### src/rtl/uart_pkg.sv
// Shared definitions for the queued UART transmitter: serializer states and frame constants.
package uart_pkg;

    typedef enum logic [1:0] {
        S_IDLE  = 2'd0,
        S_START = 2'd1,
        S_DATA  = 2'd2,
        S_STOP  = 2'd3
    } ser_state_t;

    localparam int FRAME_BITS           = 10;
    localparam int DEFAULT_CLKS_PER_BIT = 434;

endpackage

### src/rtl/byte_fifo.sv
// Byte queue with registered count/full/empty; the head byte is presented combinationally on dout.
module byte_fifo #(
    parameter int DEPTH = 8
) (
    input  logic                         clk,
    input  logic                         rst,
    input  logic                         push,
    input  logic                         pop,
    input  logic [7:0]                   din,
    output logic [7:0]                   dout,
    output logic [$clog2(DEPTH+1)-1:0]   count,
    output logic                         full,
    output logic                         empty
);
    localparam int AW = $clog2(DEPTH);
    localparam int CW = $clog2(DEPTH+1);

    logic [7:0]    r_mem [DEPTH];
    logic [AW-1:0] r_wr_ptr;
    logic [AW-1:0] r_rd_ptr;
    logic [CW-1:0] r_count;
    logic          r_full;
    logic          r_empty;

    logic          w_do_push;
    logic          w_do_pop;
    logic [CW-1:0] w_count_next;

    // A full queue still accepts a byte when the head leaves on the same edge.
    assign w_do_push    = push & (~r_full | pop);
    assign w_do_pop     = pop & ~r_empty;
    assign w_count_next = r_count + CW'(w_do_push) - CW'(w_do_pop);

    always_ff @(posedge clk or posedge rst) begin
        if (rst) begin
            r_wr_ptr <= '0;
            r_rd_ptr <= '0;
            r_count  <= '0;
            r_full   <= 1'b0;
            r_empty  <= 1'b1;
        end else begin
            if (w_do_push) r_wr_ptr <= r_wr_ptr + 1'b1;
            if (w_do_pop)  r_rd_ptr <= r_rd_ptr + 1'b1;
            r_count <= w_count_next;
            r_full  <= (w_count_next == CW'(DEPTH));
            r_empty <= (w_count_next == '0);
        end
    end

    always_ff @(posedge clk) begin
        if (w_do_push) r_mem[r_wr_ptr] <= din;
    end

    assign dout  = r_mem[r_rd_ptr];
    assign count = r_count;
    assign full  = r_full;
    assign empty = r_empty;

endmodule

### src/rtl/uart_tx_queue.sv
// 8N1 UART transmitter fed from a byte queue; back-to-back frames when bytes are waiting.
module uart_tx_queue
    import uart_pkg::*;
#(
    parameter int CLKS_PER_BIT = DEFAULT_CLKS_PER_BIT,
    parameter int DEPTH        = 8
) (
    input  logic                         clk,
    input  logic                         rst,
    input  logic                         in,
    input  logic [7:0]                   data,
    output logic                         tx,
    output logic                         busy,
    output logic                         full,
    output logic [$clog2(DEPTH+1)-1:0]   count,
    output logic                         overflow
);
    localparam int              TW       = $clog2(CLKS_PER_BIT);
    localparam logic [TW-1:0]   T_RELOAD = TW'(CLKS_PER_BIT - 1);

    ser_state_t    r_state, w_state_next;
    logic [TW-1:0] r_timer, w_timer_next;
    logic [2:0]    r_idx, w_idx_next;
    logic [7:0]    r_shift, w_shift_next;
    logic          r_tx, w_tx_next;
    logic          r_busy;
    logic          r_overflow;

    logic          w_pop;
    logic          w_push_ok;
    logic [7:0]    w_head;
    logic          w_full;
    logic          w_empty;
    logic [$clog2(DEPTH+1)-1:0] w_count;

    byte_fifo #(.DEPTH(DEPTH)) u_fifo (
        .clk   (clk),
        .rst   (rst),
        .push  (in),
        .pop   (w_pop),
        .din   (data),
        .dout  (w_head),
        .count (w_count),
        .full  (w_full),
        .empty (w_empty)
    );

    assign w_push_ok = in & (~w_full | w_pop);

    always_comb begin
        w_state_next = r_state;
        w_timer_next = r_timer;
        w_idx_next   = r_idx;
        w_shift_next = r_shift;
        w_tx_next    = r_tx;
        w_pop        = 1'b0;
        case (r_state)
            S_IDLE: begin
                w_tx_next = 1'b1;
                if (!w_empty) begin
                    w_pop        = 1'b1;
                    w_state_next = S_START;
                    w_timer_next = T_RELOAD;
                    w_shift_next = w_head;
                    w_tx_next    = 1'b0;
                end
            end
            S_START: begin
                if (r_timer == '0) begin
                    w_state_next = S_DATA;
                    w_timer_next = T_RELOAD;
                    w_idx_next   = 3'd0;
                    w_tx_next    = r_shift[0];
                end else begin
                    w_timer_next = r_timer - 1'b1;
                end
            end
            S_DATA: begin
                if (r_timer == '0) begin
                    w_timer_next = T_RELOAD;
                    if (r_idx == 3'd7) begin
                        w_state_next = S_STOP;
                        w_tx_next    = 1'b1;
                    end else begin
                        w_idx_next = r_idx + 3'd1;
                        w_tx_next  = r_shift[r_idx + 3'd1];
                    end
                end else begin
                    w_timer_next = r_timer - 1'b1;
                end
            end
            S_STOP: begin
                if (r_timer == '0) begin
                    // Chain straight into the next start bit so queued bytes leave without a gap.
                    if (!w_empty) begin
                        w_pop        = 1'b1;
                        w_state_next = S_START;
                        w_timer_next = T_RELOAD;
                        w_shift_next = w_head;
                        w_tx_next    = 1'b0;
                    end else begin
                        w_state_next = S_IDLE;
                        w_tx_next    = 1'b1;
                    end
                end else begin
                    w_timer_next = r_timer - 1'b1;
                end
            end
            default: begin
                w_state_next = S_IDLE;
                w_tx_next    = 1'b1;
            end
        endcase
    end

    // Entering IDLE never pops, so the queue after this edge is empty only if nothing was pushed.
    always_ff @(posedge clk or posedge rst) begin
        if (rst) begin
            r_state    <= S_IDLE;
            r_timer    <= '0;
            r_idx      <= '0;
            r_shift    <= '0;
            r_tx       <= 1'b1;
            r_busy     <= 1'b0;
            r_overflow <= 1'b0;
        end else begin
            r_state    <= w_state_next;
            r_timer    <= w_timer_next;
            r_idx      <= w_idx_next;
            r_shift    <= w_shift_next;
            r_tx       <= w_tx_next;
            r_busy     <= (w_state_next != S_IDLE) || !w_empty || w_push_ok;
            r_overflow <= in & w_full & ~w_pop;
        end
    end

    assign tx       = r_tx;
    assign busy     = r_busy;
    assign full     = w_full;
    assign count    = w_count;
    assign overflow = r_overflow;

endmodule
### config.mk
export PLATFORM = sky130hd
export DESIGN_NAME = uart_tx_queue
export DESIGN_NICKNAME = d
export VERILOG_FILES = /design/src/rtl/uart_pkg.sv /design/src/rtl/byte_fifo.sv /design/src/rtl/uart_tx_queue.sv
export SDC_FILE = /design/constraint.sdc
export NUM_CORES = 1
export LEC_CHECK = 0
export ABC_AREA = 1
export BUFFER_PORTS_ARGS = -buffer_cell sky130_fd_sc_hd__buf_4
export CAP_MARGIN = 20
export CORE_MARGIN = 5
export CORE_UTILIZATION = 36
export CTS_BUF_LIST = sky130_fd_sc_hd__clkbuf_16
export CTS_CLUSTER_SIZE = 25
export DETAILED_ROUTE_END_ITERATION = 7
export GPL_TIMING_DRIVEN = 1
export PLACE_DENSITY_LB_ADDON = 0.3
export SETUP_SLACK_MARGIN = 0.2
export SLEW_MARGIN = 20
export SYNTH_ARGS = -nofsm -noshare
export SYNTH_HDL_FRONTEND = slang
export SYNTH_SLANG_ARGS = --single-unit
### constraint.sdc
create_clock -name clk -period 3 [get_ports clk]
set_clock_uncertainty 0.15 [all_clocks]
set_input_delay 0.15 -clock clk [delete_from_list [all_inputs] [get_ports clk]]
set_output_delay 0.15 -clock clk [all_outputs]
set_load 0.005 [all_outputs]
==> results by group <==
Outcome
  – Outcome: finished clean

Clocking
  – CTS Root Cell: clkbuf_16
  – Worst skew pair latency: 0.35 ns
  – Num CTS Buffers: 9
  – CTS tree: done
  – CTS Buffer Depth: 2
  – Sink Count: 101
  – H-Tree Depth: 3
  – Reg clk slew, reported paths: 0.07 ns

Synth
  – Synth cell types: 42
  – Syn nets: 467
  – Yosys top cell area share: 41.33%
  – Syn_area_per_cell: 10.57 um2
  – Area leader, netlist: edfxtp_1
  – Ys Warns: 0
  – Synth Instances: 440
  – Top post-synthesis cells by area: edfxtp_1 41%, dfrtp_1 19%, nor2_1 5.7%
  – Sequential-to-total area share from yosys stat: 61.30%
  – Mapped Area: 4649 um2
  – FF+latch count, synth: 101

Worst setup path
  – CP Data Arrival Time: 2.91 ns
  – Crit path cell chain: inv_2 -> ha_4 -> nand2_4 -> nor2_4 -> nand3_2 -> nand2_1 -> nand2_2 -> inv_2 -> ha_4 -> inv_2 -> ha_4 -> inv_2 -> fa_1 -> inv_2 -> or3_4 -> nor2_1
  – Highest-delay cell along the critical path: fa_1
  – Startpoint class of the critical path: register
  – Crit path kind: reg2reg
  – Most Frequent Cell on Critical Path: inv_2
  – Slowest cell delay on critical path: 0.51 ns
  – CP delay by family, top: adder cells
  – Worst Path Max Fanout: 3
  – Worst path bufs/invs: 5
  – CP required: 3.13 ns
  – CP Capture Type: register

Hold path
  – Hold WC Path Type: reg2reg

Layout
  – Design Area, Final: 5545 um2
  – Ant. Diodes: 0
  – P&R area growth vs syn: 19.27%
  – Post-layout util: 43.94%
  – Most frequent cells in the layout: 70 x nor2_1, 64 x edfxtp_1, 53 x nand2_1
  – FILL cells: 1210
  – Filler-free cell count of the finished design: 666
  – Most common cell after layout, fill and taps aside: nor2_1
  – Final Net Count: 516
  – Layout cells sized above 1: 21.46%

Timing
  – Peak Freq: 360.1 MHz
  – Crit share post-route: 92.58%
  – Hold Fails Final Rpt: 0
  – Final hold slack: 0.3210 ns
  – Worst-margin pin slew: 0.5595 ns
  – Unrepaired setup endpoints after global routing: true
  – Final WS setup: 0.2226 ns
  – Minimum clock period: 2.777 ns
  – # setup viols final: 0
  – Slew HR: 62.64%
  – TNS Setup: 0 ns
  – Pins Over Slew Limit: 0

Global routing
  – Total GRT Usage: 13.58%
  – Largest net degree at the start of global routing: 38
  – Initial antenna violation count: 0
  – Vias in the first global route: 3144
  – Remaining Overflow, GRT: 0
  – Global-route wire length before repair: 15680 um

Detailed routing
  – DR vias: 3190
  – Initial DRT Pass Iterations: 4
  – Drt drc: 0
  – Via/cell ratio: 4.790
  – DRT Wirelength: 9687 um
  – Routed Antenna Nets: 0
  – Starting DRT DRC Count: 201
  – Routed len/inst: 14.55 um

Floorplanning
  – Initial core utilization: 36.84%
  – Die area: 15290 um2
  – Core area: 12620 um2
  – Die Span Y: 123.6 um
  – # rows: 41
  – Die width: 123.6 um
  – I/O pins: 19

Power and ir drop
  – Leakage: 2.246 nW
  – Final Power: 3.361 mW
  – Power Density: 606.0 nW/um2
  – VDD IR max: 0.3986 mV

Placed design
  – Gpl congestion: 0.7764
  – Placed Area: 5032 um2
  – DP Wirelength: 6196 um
  – Pre-CTS WS: 0.1225 ns
  – Placed Cells: 631
  – IO buf count: 18

Flow run
  – Max cap viols: 0
[tightest hold or removal path, cell delays in order, from the launching register on]
cell and delay (ns):
dfstp_2 0.37, nand2_1 0.05, nand2_1 0.05
[sequential cells by signal (all words and copies together) (netlist names)]
name,flops
r_idx,3
u_fifo.r_wr_ptr,3
u_fifo.empty,1
u_fifo.full,1
overflow,1
busy,1
r_shift,8
u_fifo.r_mem,64
tx,1
u_fifo.r_rd_ptr,3
r_timer,9
r_state,2
u_fifo.count,4
[per-layer routing]
layer | global-route usage, % | routed length [um] | part of all wire, %
met5 | 0 | 0 | 0
met1 | 16.23 | 4379 | 45
met3 | 3.542 | 343 | 3.5
met2 | 22.88 | 4793 | 49
met4 | 6.298 | 170 | 1.8
[cells by family (layout without fill, tap and decap cells)]
family,Yosys count,in the layout,share of synthesized area [%]
adders and majority gates,16,16,4.467
and+or+nand+nor,164,164,15.55
xor gates and xnor gates,9,9,1.695
buffers and inverters,57,111,5.436
DFF,101,101,61.30
AOI/OAI and AO/OA,93,93,11.54
[cell type report]
cell class                      count  area [um2]  share of cell area (%)
Timing Repair Buffer               51       407.9                   7.356
Clock inverter                      7       48.80                  0.8800
Multi-Input combinational cell    282        1619                   29.20
Tap cell                          172       215.2                   3.881
Clock buffer                        9       225.2                   4.061
Sequential cell                   101        2851                   51.42
Inverter                           44       177.7                   3.204
[worst paths after layout]
kind / startpoint / endpoint / slack, ns / cells past startpoint
max: r_timer[1]$_DFF_PP0_ / u_fifo.empty$_DFF_PP1_ / 0.22 / 16
min: tx$_DFFE_PP1P_ / tx$_DFFE_PP1P_ / 0.32 / 2
max reg2reg: r_timer[1]$_DFF_PP0_ / u_fifo.empty$_DFF_PP1_ / 0.22 / 16
min reg2reg: tx$_DFFE_PP1P_ / tx$_DFFE_PP1P_ / 0.32 / 2
max in group asynchronous: rst / r_state[1]$_DFF_PP0_ / 2.01 / 4
min in group asynchronous: rst / r_timer[3]$_DFF_PP0_ / 0.33 / 4
[report_power, final]
part / leakage [nW] / switching (mW) / internal (mW)
Clock: 0.141 / 0.515 / 0.565
Sequential: 1.03 / 0.0684 / 1.65
Combinational: 1.08 / 0.311 / 0.255
[what timing repair did]
item | in CTS | in global routing
hold buffers | 10 | 0
setup buffers | 2 | 7
pin swaps | 1 | 6
gates resized for setup | 4 | 16
endpoints found under the setup margin | 2 | 2
endpoints found under the hold margin | 100 | 0
[cells in the mapped netlist]
cell,instances
o22ai_1,14
inv_4,1
clkbuf_2,1
buf_4,1
edfxtp_1,64
nand3b_1,1
ha_1,15
inv_2,4
o21ai_1,4
nor2_1,71
xor2_1,4
xnor2_1,5
nor3_1,1
inv_8,1
buf_6,2
o21bai_1,5
o31ai_2,2
nand3_4,1
or2_1,1
fa_1,1
a21oi_4,1
nand3_1,16
or2_2,1
clkinv_1,2
o221ai_1,1
or3_1,1
nand2_1,54
buf_2,5
dfrtp_1,35
nand2_2,13
nand3_2,1
a21oi_1,11
o32ai_1,2
o21ai_0,51
clkinv_2,2
clkbuf_1,4
o31ai_1,1
nor2_4,2
a31oi_1,1
nand2_4,1
dfstp_2,2
inv_1,34
Power figures use the tool's default switching activity.
